**src/rtl/clk_phase_gen_pkg.sv**
```systemverilog
// Shared constants for the four-phase clock generator: FSM state codes,
// phase-decode masks and the derived-clock bundle type.
package clk_phase_gen_pkg;

   // FSM state codes
   localparam logic [1:0] ST_RESET  = 2'd0;
   localparam logic [1:0] ST_HOLD   = 2'd1;
   localparam logic [1:0] ST_RUN    = 2'd2;
   localparam logic [1:0] ST_HALTED = 2'd3;

   // Phase counter limits; a period boundary is the ph 3 -> 0 wrap
   localparam logic [1:0] PH_FIRST = 2'd0;
   localparam logic [1:0] PH_LAST  = 2'd3;

   // Bit n of a mask set => that clock is high while ph == n.
   // Each clock is high for two consecutive phases, staggered by one.
   localparam logic [3:0] IMEM_PH_MASK = 4'b0011;   // ph 0,1
   localparam logic [3:0] REGF_PH_MASK = 4'b0110;   // ph 1,2
   localparam logic [3:0] DMEM_PH_MASK = 4'b1100;   // ph 2,3
   localparam logic [3:0] PROC_PH_MASK = 4'b1001;   // ph 3,0

   // Hold counter width covers RST_HOLD up to 255
   localparam int unsigned HOLD_CNT_W = 8;

   typedef struct packed {
      logic imem;
      logic regf;
      logic dmem;
      logic proc;
   } dclk_t;

   localparam dclk_t DCLK_OFF = '{imem: 1'b0, regf: 1'b0, dmem: 1'b0, proc: 1'b0};

   // Level of every derived clock while the phase counter reads ph
   function automatic dclk_t phase_decode(input logic [1:0] ph);
      dclk_t d;
      d.imem = IMEM_PH_MASK[ph];
      d.regf = REGF_PH_MASK[ph];
      d.dmem = DMEM_PH_MASK[ph];
      d.proc = PROC_PH_MASK[ph];
      return d;
   endfunction

endpackage

```
**src/rtl/reset_sync.sv**
```systemverilog
// Two-flop reset release synchronizer. Assertion is asynchronous, release
// is retimed to the clock. rel is the synchronized release; rel_next is the
// value rel will take on the coming edge, so the consumer can act on the
// same edge rel rises.
module reset_sync (
   input  logic clock,
   input  logic reset,
   output logic rel_next,
   output logic rel
);

   logic s1_q;
   logic s2_q;

   // Shift a constant one through two stages once reset is released
   always_ff @(posedge clock or negedge reset) begin
      if (!reset) begin
         s1_q <= 1'b0;
         s2_q <= 1'b0;
      end else begin
         s1_q <= 1'b1;
         s2_q <= s1_q;
      end
   end

   assign rel_next = s1_q;
   assign rel      = s2_q;

endmodule

```
**src/rtl/clk_phase_gen.sv**
```systemverilog
// Four-phase derived clock generator with reset sequencing and halt.
// After reset release the core is held in reset for RST_HOLD full phase
// periods while the derived clocks already run, then released into RUN.
// halt_req freezes all derived clocks at the next period boundary.
module clk_phase_gen
   import clk_phase_gen_pkg::*;
#(
   parameter int unsigned RST_HOLD = 4
) (
   input  logic        clock,
   input  logic        reset,
   input  logic        halt_req,
   output logic        imem_clock,
   output logic        regfile_clock,
   output logic        dmem_clock,
   output logic        processor_clock,
   output logic        core_reset,
   output logic        halted,
   output logic [31:0] cycle_count
);

   generate
      if (RST_HOLD < 1 || RST_HOLD > 255) begin : g_bad_hold
         $error("clk_phase_gen: RST_HOLD must be in 1..255");
      end
   endgenerate

   localparam logic [HOLD_CNT_W-1:0] HOLD_LAST = HOLD_CNT_W'(RST_HOLD - 1);

   logic                  rel_next;
   logic                  rel;
   logic [1:0]            state_q, state_d;
   logic [1:0]            ph_q, ph_d;
   logic [HOLD_CNT_W-1:0] hold_q, hold_d;
   logic                  cnt_inc;
   logic [31:0]           cnt_q;
   dclk_t                 dclk_q, dclk_d;
   logic                  core_reset_d;
   logic                  halted_d;

   reset_sync u_reset_sync (
      .clock    (clock),
      .reset    (reset),
      .rel_next (rel_next),
      .rel      (rel)
   );

   // Next-state, phase and hold-count decode
   always_comb begin
      state_d = state_q;
      ph_d    = ph_q;
      hold_d  = hold_q;
      cnt_inc = 1'b0;
      case (state_q)
         ST_RESET: begin
            // Leave on the edge where the synchronizer output rises
            ph_d = PH_FIRST;
            if (rel_next && !rel) begin
               state_d = ST_HOLD;
            end
         end
         ST_HOLD: begin
            // halt_req is deliberately not looked at until RUN
            ph_d = ph_q + 2'd1;
            if (ph_q == PH_LAST) begin
               hold_d = hold_q + 1'b1;
               if (hold_q == HOLD_LAST) begin
                  state_d = ST_RUN;
               end
            end
         end
         ST_RUN: begin
            ph_d = ph_q + 2'd1;
            if (ph_q == PH_LAST) begin
               // The period ending on the halting edge still counts
               cnt_inc = 1'b1;
               if (halt_req) begin
                  state_d = ST_HALTED;
               end
            end
         end
         ST_HALTED: begin
            // Resume at ph 0 so imem_clock rises on the release edge
            ph_d = PH_FIRST;
            if (!halt_req) begin
               state_d = ST_RUN;
            end
         end
         default: begin
            state_d = ST_RESET;
            ph_d    = PH_FIRST;
         end
      endcase
   end

   // Output decode from next state so every output comes straight off a flop
   always_comb begin
      dclk_d       = DCLK_OFF;
      core_reset_d = 1'b1;
      halted_d     = 1'b0;
      if (state_d == ST_HOLD || state_d == ST_RUN) begin
         dclk_d = phase_decode(ph_d);
      end
      if (state_d == ST_RUN || state_d == ST_HALTED) begin
         core_reset_d = 1'b0;
      end
      if (state_d == ST_HALTED) begin
         halted_d = 1'b1;
      end
   end

   // FSM, phase and hold counter registers
   always_ff @(posedge clock or negedge reset) begin
      if (!reset) begin
         state_q <= ST_RESET;
         ph_q    <= PH_FIRST;
         hold_q  <= '0;
      end else begin
         state_q <= state_d;
         ph_q    <= ph_d;
         hold_q  <= hold_d;
      end
   end

   // Registered outputs; core_reset asserts together with the async reset
   always_ff @(posedge clock or negedge reset) begin
      if (!reset) begin
         dclk_q     <= DCLK_OFF;
         core_reset <= 1'b1;
         halted     <= 1'b0;
      end else begin
         dclk_q     <= dclk_d;
         core_reset <= core_reset_d;
         halted     <= halted_d;
      end
   end

   // Completed processor periods; only written on a counted wrap
   always_ff @(posedge clock or negedge reset) begin
      if (!reset) begin
         cnt_q <= '0;
      end else if (cnt_inc) begin
         cnt_q <= cnt_q + 32'd1;
      end
   end

   assign imem_clock      = dclk_q.imem;
   assign regfile_clock   = dclk_q.regf;
   assign dmem_clock      = dclk_q.dmem;
   assign processor_clock = dclk_q.proc;
   assign cycle_count     = cnt_q;

   // Opposite clocks are complementary while running, all low otherwise
   a_imem_dmem_compl : assert property (@(posedge clock) disable iff (!reset)
      (imem_clock ^ dmem_clock) ||
      !(imem_clock || regfile_clock || dmem_clock || processor_clock));

   a_regf_proc_compl : assert property (@(posedge clock) disable iff (!reset)
      (regfile_clock ^ processor_clock) ||
      !(imem_clock || regfile_clock || dmem_clock || processor_clock));

   // A halted core is out of reset with every derived clock parked low
   a_halted_quiet : assert property (@(posedge clock) disable iff (!reset)
      halted |-> !(imem_clock || regfile_clock || dmem_clock ||
                   processor_clock || core_reset));

endmodule

```
**config.mk**
```make
export PLATFORM = sky130hd
export DESIGN_NAME = clk_phase_gen
export DESIGN_NICKNAME = d
export VERILOG_FILES = /design/src/rtl/clk_phase_gen_pkg.sv /design/src/rtl/reset_sync.sv /design/src/rtl/clk_phase_gen.sv
export SDC_FILE = /design/constraint.sdc
export NUM_CORES = 1
export LEC_CHECK = 0
export CELL_PAD_IN_SITES_DETAIL_PLACEMENT = 1
export CELL_PAD_IN_SITES_GLOBAL_PLACEMENT = 2
export CORE_MARGIN = 2
export CORE_UTILIZATION = 34
export CTS_BUF_LIST = sky130_fd_sc_hd__clkbuf_8 sky130_fd_sc_hd__clkbuf_16
export DETAILED_ROUTE_END_ITERATION = 12
export PLACE_DENSITY = 0.8
export SYNTH_ARGS = -nofsm -noshare
export SYNTH_HDL_FRONTEND = slang
export SYNTH_HIERARCHICAL = 1
export SYNTH_SLANG_ARGS = --single-unit
```
**constraint.sdc**
```tcl
create_clock -name clock -period 2.9 [get_ports clock]
set_clock_uncertainty 0.2 [all_clocks]
set_input_delay 0.58 -clock clock [delete_from_list [all_inputs] [get_ports clock]]
set_output_delay 0.58 -clock clock [all_outputs]
set_load 0.03 [all_outputs]
```
==> impl_metrics.sql <==
INSERT INTO impl_metrics (metric_group, metric, value, unit) VALUES
('run_status', 'result_of_the_run', 'finished, final reports clean', ''),
('placed_design', 'dp_cells', '314', ''),
('cells_and_area', 'final_net_count', '254', ''),
('drt', 'drt_first_pass_iters', '4', ''),
('setup_path', 'worst_ep_arrival_time', '2.37', 'ns'),
('drt', 'drt_iter0_drc', '39', ''),
('clocking', 'cts_made_buffers', '5', ''),
('clocking', 'worst_skew_pair.late_latency', '0.31', 'ns'),
('setup_path', 'crit_family', 'simple AND/OR/NAND/NOR gates', ''),
('sta', 'rsz0062_at_grt', 'false', ''),
('yosys', 'syn_area', '0.00232', 'sq mm'),
('drt', 'post_drt_wl_per_cell', '14.5', 'um'),
('power_and_ir_drop', 'max-vdd-ir-drop', '0.000344', 'V'),
('sta', 'finalSetupViolCount', '0', ''),
('global_routing', 'grt_pass1_vias', '1633', ''),
('yosys', 'synth_area_per_cell', '12.0', 'sq um'),
('setup_path', 'crit-reg2reg-launch', 'state_q[0]$_DFF_PN0_', ''),
('clocking', 'cts_hold_buffers', '0', ''),
('power_and_ir_drop', 'power.total', '0.00153', 'W'),
('yosys', 'synth.yosys.warnings', '6', ''),
('die', 'initial_utilization', '34.6', '%'),
('global_routing', 'antenna_found_initial', '0', ''),
('clocking', 'post-cts-setup-buffers', '0', ''),
('sta', 'slew_violations', '0', ''),
('cells_and_area', 'fillCellCount', '723', ''),
('drt', 'finalWirelength', '4670', 'um'),
('clocking', 'cts.sink_count', '52', ''),
('placed_design', 'io_buffer_count', '40', ''),
('setup_path', 'critPathMostFrequentCell', 'nand4_1', ''),
('die', 'chipWidth', '86.6', 'um'),
('hold_path', 'hold_class', 'primary input to async pin', ''),
('cells_and_area', 'syn_to_final_growth', '25.5', '%'),
('setup_path', 'critical_path.n_buffers_inverters', '1', ''),
('clocking', 'cts_tree', 'done', ''),
('setup_path', 'cp-startpoint', 'state_q[0]$_DFF_PN0_', ''),
('setup_path', 'critical_path.endpoint', 'cycle_count[31]$_DFFE_PN0P_', ''),
('yosys', 'syn_nets', '207', ''),
('sta', 'finalHoldViolations', '0', ''),
('drt', 'detail_route.vias_per_cell', '4.94', ''),
('setup_path', 'setup.worst_path.class', 'flop to flop', ''),
('setup_path', 'critPathSlowestCell', 'nor4_4', ''),
('yosys', 'synth.distinct_cells', '29', ''),
('drt', 'ant_nets', '0', ''),
('setup_path', 'critical_path.max_stage_delay', '0.55', 'ns'),
('placed_design', 'place_hpwl', '3380', 'um'),
('setup_path', 'timing.critical_path.cells', 'inv_1, ha_1, nand4_1, nor4_4, nand4_1, xnor2_1', ''),
('cells_and_area', 'fin_util', '43.4', '%'),
('yosys', 'yosys.area_share.simple', '19.3', '%'),
('die', 'die-area', '0.00751', 'sq mm'),
('drt', 'detailroute.via_count', '1586', ''),
('sta', 'achievable-frequency', '422', 'MHz'),
('global_routing', 'grt_max_degree', '30', ''),
('placed_design', 'gpl.final_weighted_congestion', '0.731', ''),
('power_and_ir_drop', 'pwr_per_cell_area', '524', 'mW/mm^2'),
('sta', 'finalCriticalPeriod', '2.37', 'ns'),
('global_routing', 'grt.overflow.total', '0', ''),
('sta', 'period_share', '81.6', '%'),
('cells_and_area', 'final_layout_size_suffix_gt1_share', '7.05', '%'),
('sta', 'worstMarginPinSlew', '0.663', 'ns'),
('yosys', 'synth_mux_area_share', '0.970', '%'),
('yosys', 'synth_compound_area_share', '2.53', '%'),
('sta', 'timing.slew.headroom', '55.5', '%'),
('yosys', 'syn-instance-count', '194', ''),
('global_routing', 'grt_pass1_wl', '7990', 'um'),
('setup_path', 'regToRegEndpoint', 'cycle_count[31]$_DFFE_PN0P_', ''),
('cells_and_area', 'antenna_cells', '0', ''),
('setup_path', 'reg2reg_depth', '6', ''),
('setup_path', 'cp_data_required_time', '2.90', 'ns'),
('yosys', 'yosys.area_share.adder', '5.39', '%'),
('yosys', 'combinational_family_with_the_most_area_after_synthesis', 'simple AND/OR/NAND/NOR gates', ''),
('sta', 'setup-tns-final', '0', 'ns');
[synth_stat cells]
cell type,number,area [sq um]
nor4_4,2,42.5
buf_2,1,5.00
a21oi_1,3,15.0
nor3_1,3,15.0
dfrtp_1,51,1280
xnor2_1,29,254
nand3_1,14,70.1
a21boi_0,1,7.51
ha_1,10,125
xor2_1,10,87.6
nand4_4,1,21.3
dfstp_2,1,26.3
inv_1,4,15.0
nor2_1,13,48.8
and4_1,3,26.3
nand3_2,2,20.0
a21o_1,1,7.51
and2_1,2,12.5
nand4_1,10,62.6
o21ai_0,2,10.0
nand2_1,15,56.3
mux2_2,2,22.5
o32a_1,1,10.0
nor4_1,2,12.5
and3_1,5,31.3
o31a_1,1,8.76
conb_1,1,3.75
nor2b_1,3,18.8
nor4bb_1,1,10.0
[layout make-up]
cell class / instances / area, sq um / area share [%]
clock inverters: 2 / 12.5 / 0.429
inverters: 4 / 15.0 / 0.515
flip-flops and latches: 52 / 1300 / 44.7
repair buffers: 41 / 415 / 14.3
well taps: 80 / 100 / 3.43
multi-input cells: 137 / 1000 / 34.3
clock buffers: 5 / 68.8 / 2.36
[worst min-delay path by stage]
stage	slack [ns]	end
6_report	0.06	u_reset_sync/rel$_DFF_PN0_
5_1_grt	0.1	u_reset_sync/rel$_DFF_PN0_
4_1_cts	0.08	cycle_count[3]$_DFFE_PN0P_
3_5_place_dp	0.16	u_reset_sync/rel$_DFF_PN0_
3_3_place_gp	0.15	u_reset_sync/rel$_DFF_PN0_
2_1_floorplan	0.08	cycle_count[0]$_DFFE_PN0P_
[where the power goes]
group	internal (W)	switching, W	total, W
clock	0.000164	0.000237	0.000401
combinational	0.000130	0.000173	0.000303
sequential	0.000781	0.0000417	0.000822
[flip-flops by register name (all words and copies together), names as in the netlist]
| register | count |
|---|---|
| core_reset | 1 |
| cycle_count | 32 |
| dmem_clock | 1 |
| halted | 1 |
| hold_q | 8 |
| imem_clock | 1 |
| ph_q | 2 |
| processor_clock | 1 |
| regfile_clock | 1 |
| state_q | 2 |
| u_reset_sync/rel | 1 |
| u_reset_sync/rel_next | 1 |
[metal layers]
layer | wire length [um] | vias to the layer above | GRT usage (%) | part of all wire [%]
met1 | 2290 | 798 | 18.4 | 49
li1 | - | 755 | - | -
met5 | 0 | - | 0 | 0
met3 | 127 | 6 | 2.86 | 2.7
met4 | 78 | 0 | 4.69 | 1.7
met2 | 2170 | 27 | 21.4 | 47
[stage by stage]
step	cell area [sq um]	setup slack [ns]
finish	2910	0.533
CTS	2910	0.491
floorplan	2320	0.823
global route	2910	0.338
global placement	2830	0.551
detailed placement	2830	0.498
[kinds of logic (layout without fill, tap and decap cells)]
| family | Yosys count | count (layout) |
|---|---|---|
| AND/OR/NAND/NOR | 76 | 76 |
| AO/OA/AOI/OAI | 9 | 9 |
| other | 1 | 1 |
| XOR/XNOR | 39 | 39 |
| multiplexers | 2 | 2 |
| flip-flops | 52 | 52 |
| buffers and inverters | 5 | 52 |
| adder cells (fa/ha/maj) | 10 | 10 |
[cells in the final DEF (no fill, tap or decap), types with 2 or more instances in the layout]
| master | synthesis | layout |
|---|---|---|
| a21oi_1 | 3 | 3 |
| and2_1 | 2 | 2 |
| and3_1 | 5 | 5 |
| and4_1 | 3 | 3 |
| clkbuf_8 | 0 | 5 |
| clkdlybuf4s50_1 | 0 | 39 |
| dfrtp_1 | 51 | 51 |
| ha_1 | 10 | 10 |
| inv_1 | 4 | 4 |
| mux2_2 | 2 | 2 |
| nand2_1 | 15 | 15 |
| nand3_1 | 14 | 14 |
| nand3_2 | 2 | 2 |
| nand4_1 | 10 | 10 |
| nor2_1 | 13 | 13 |
| nor2b_1 | 3 | 3 |
| nor3_1 | 3 | 3 |
| nor4_1 | 2 | 2 |
| nor4_4 | 2 | 2 |
| o21ai_0 | 2 | 2 |
| xnor2_1 | 29 | 29 |
| xor2_1 | 10 | 10 |
Power figures use the tool's default switching activity.
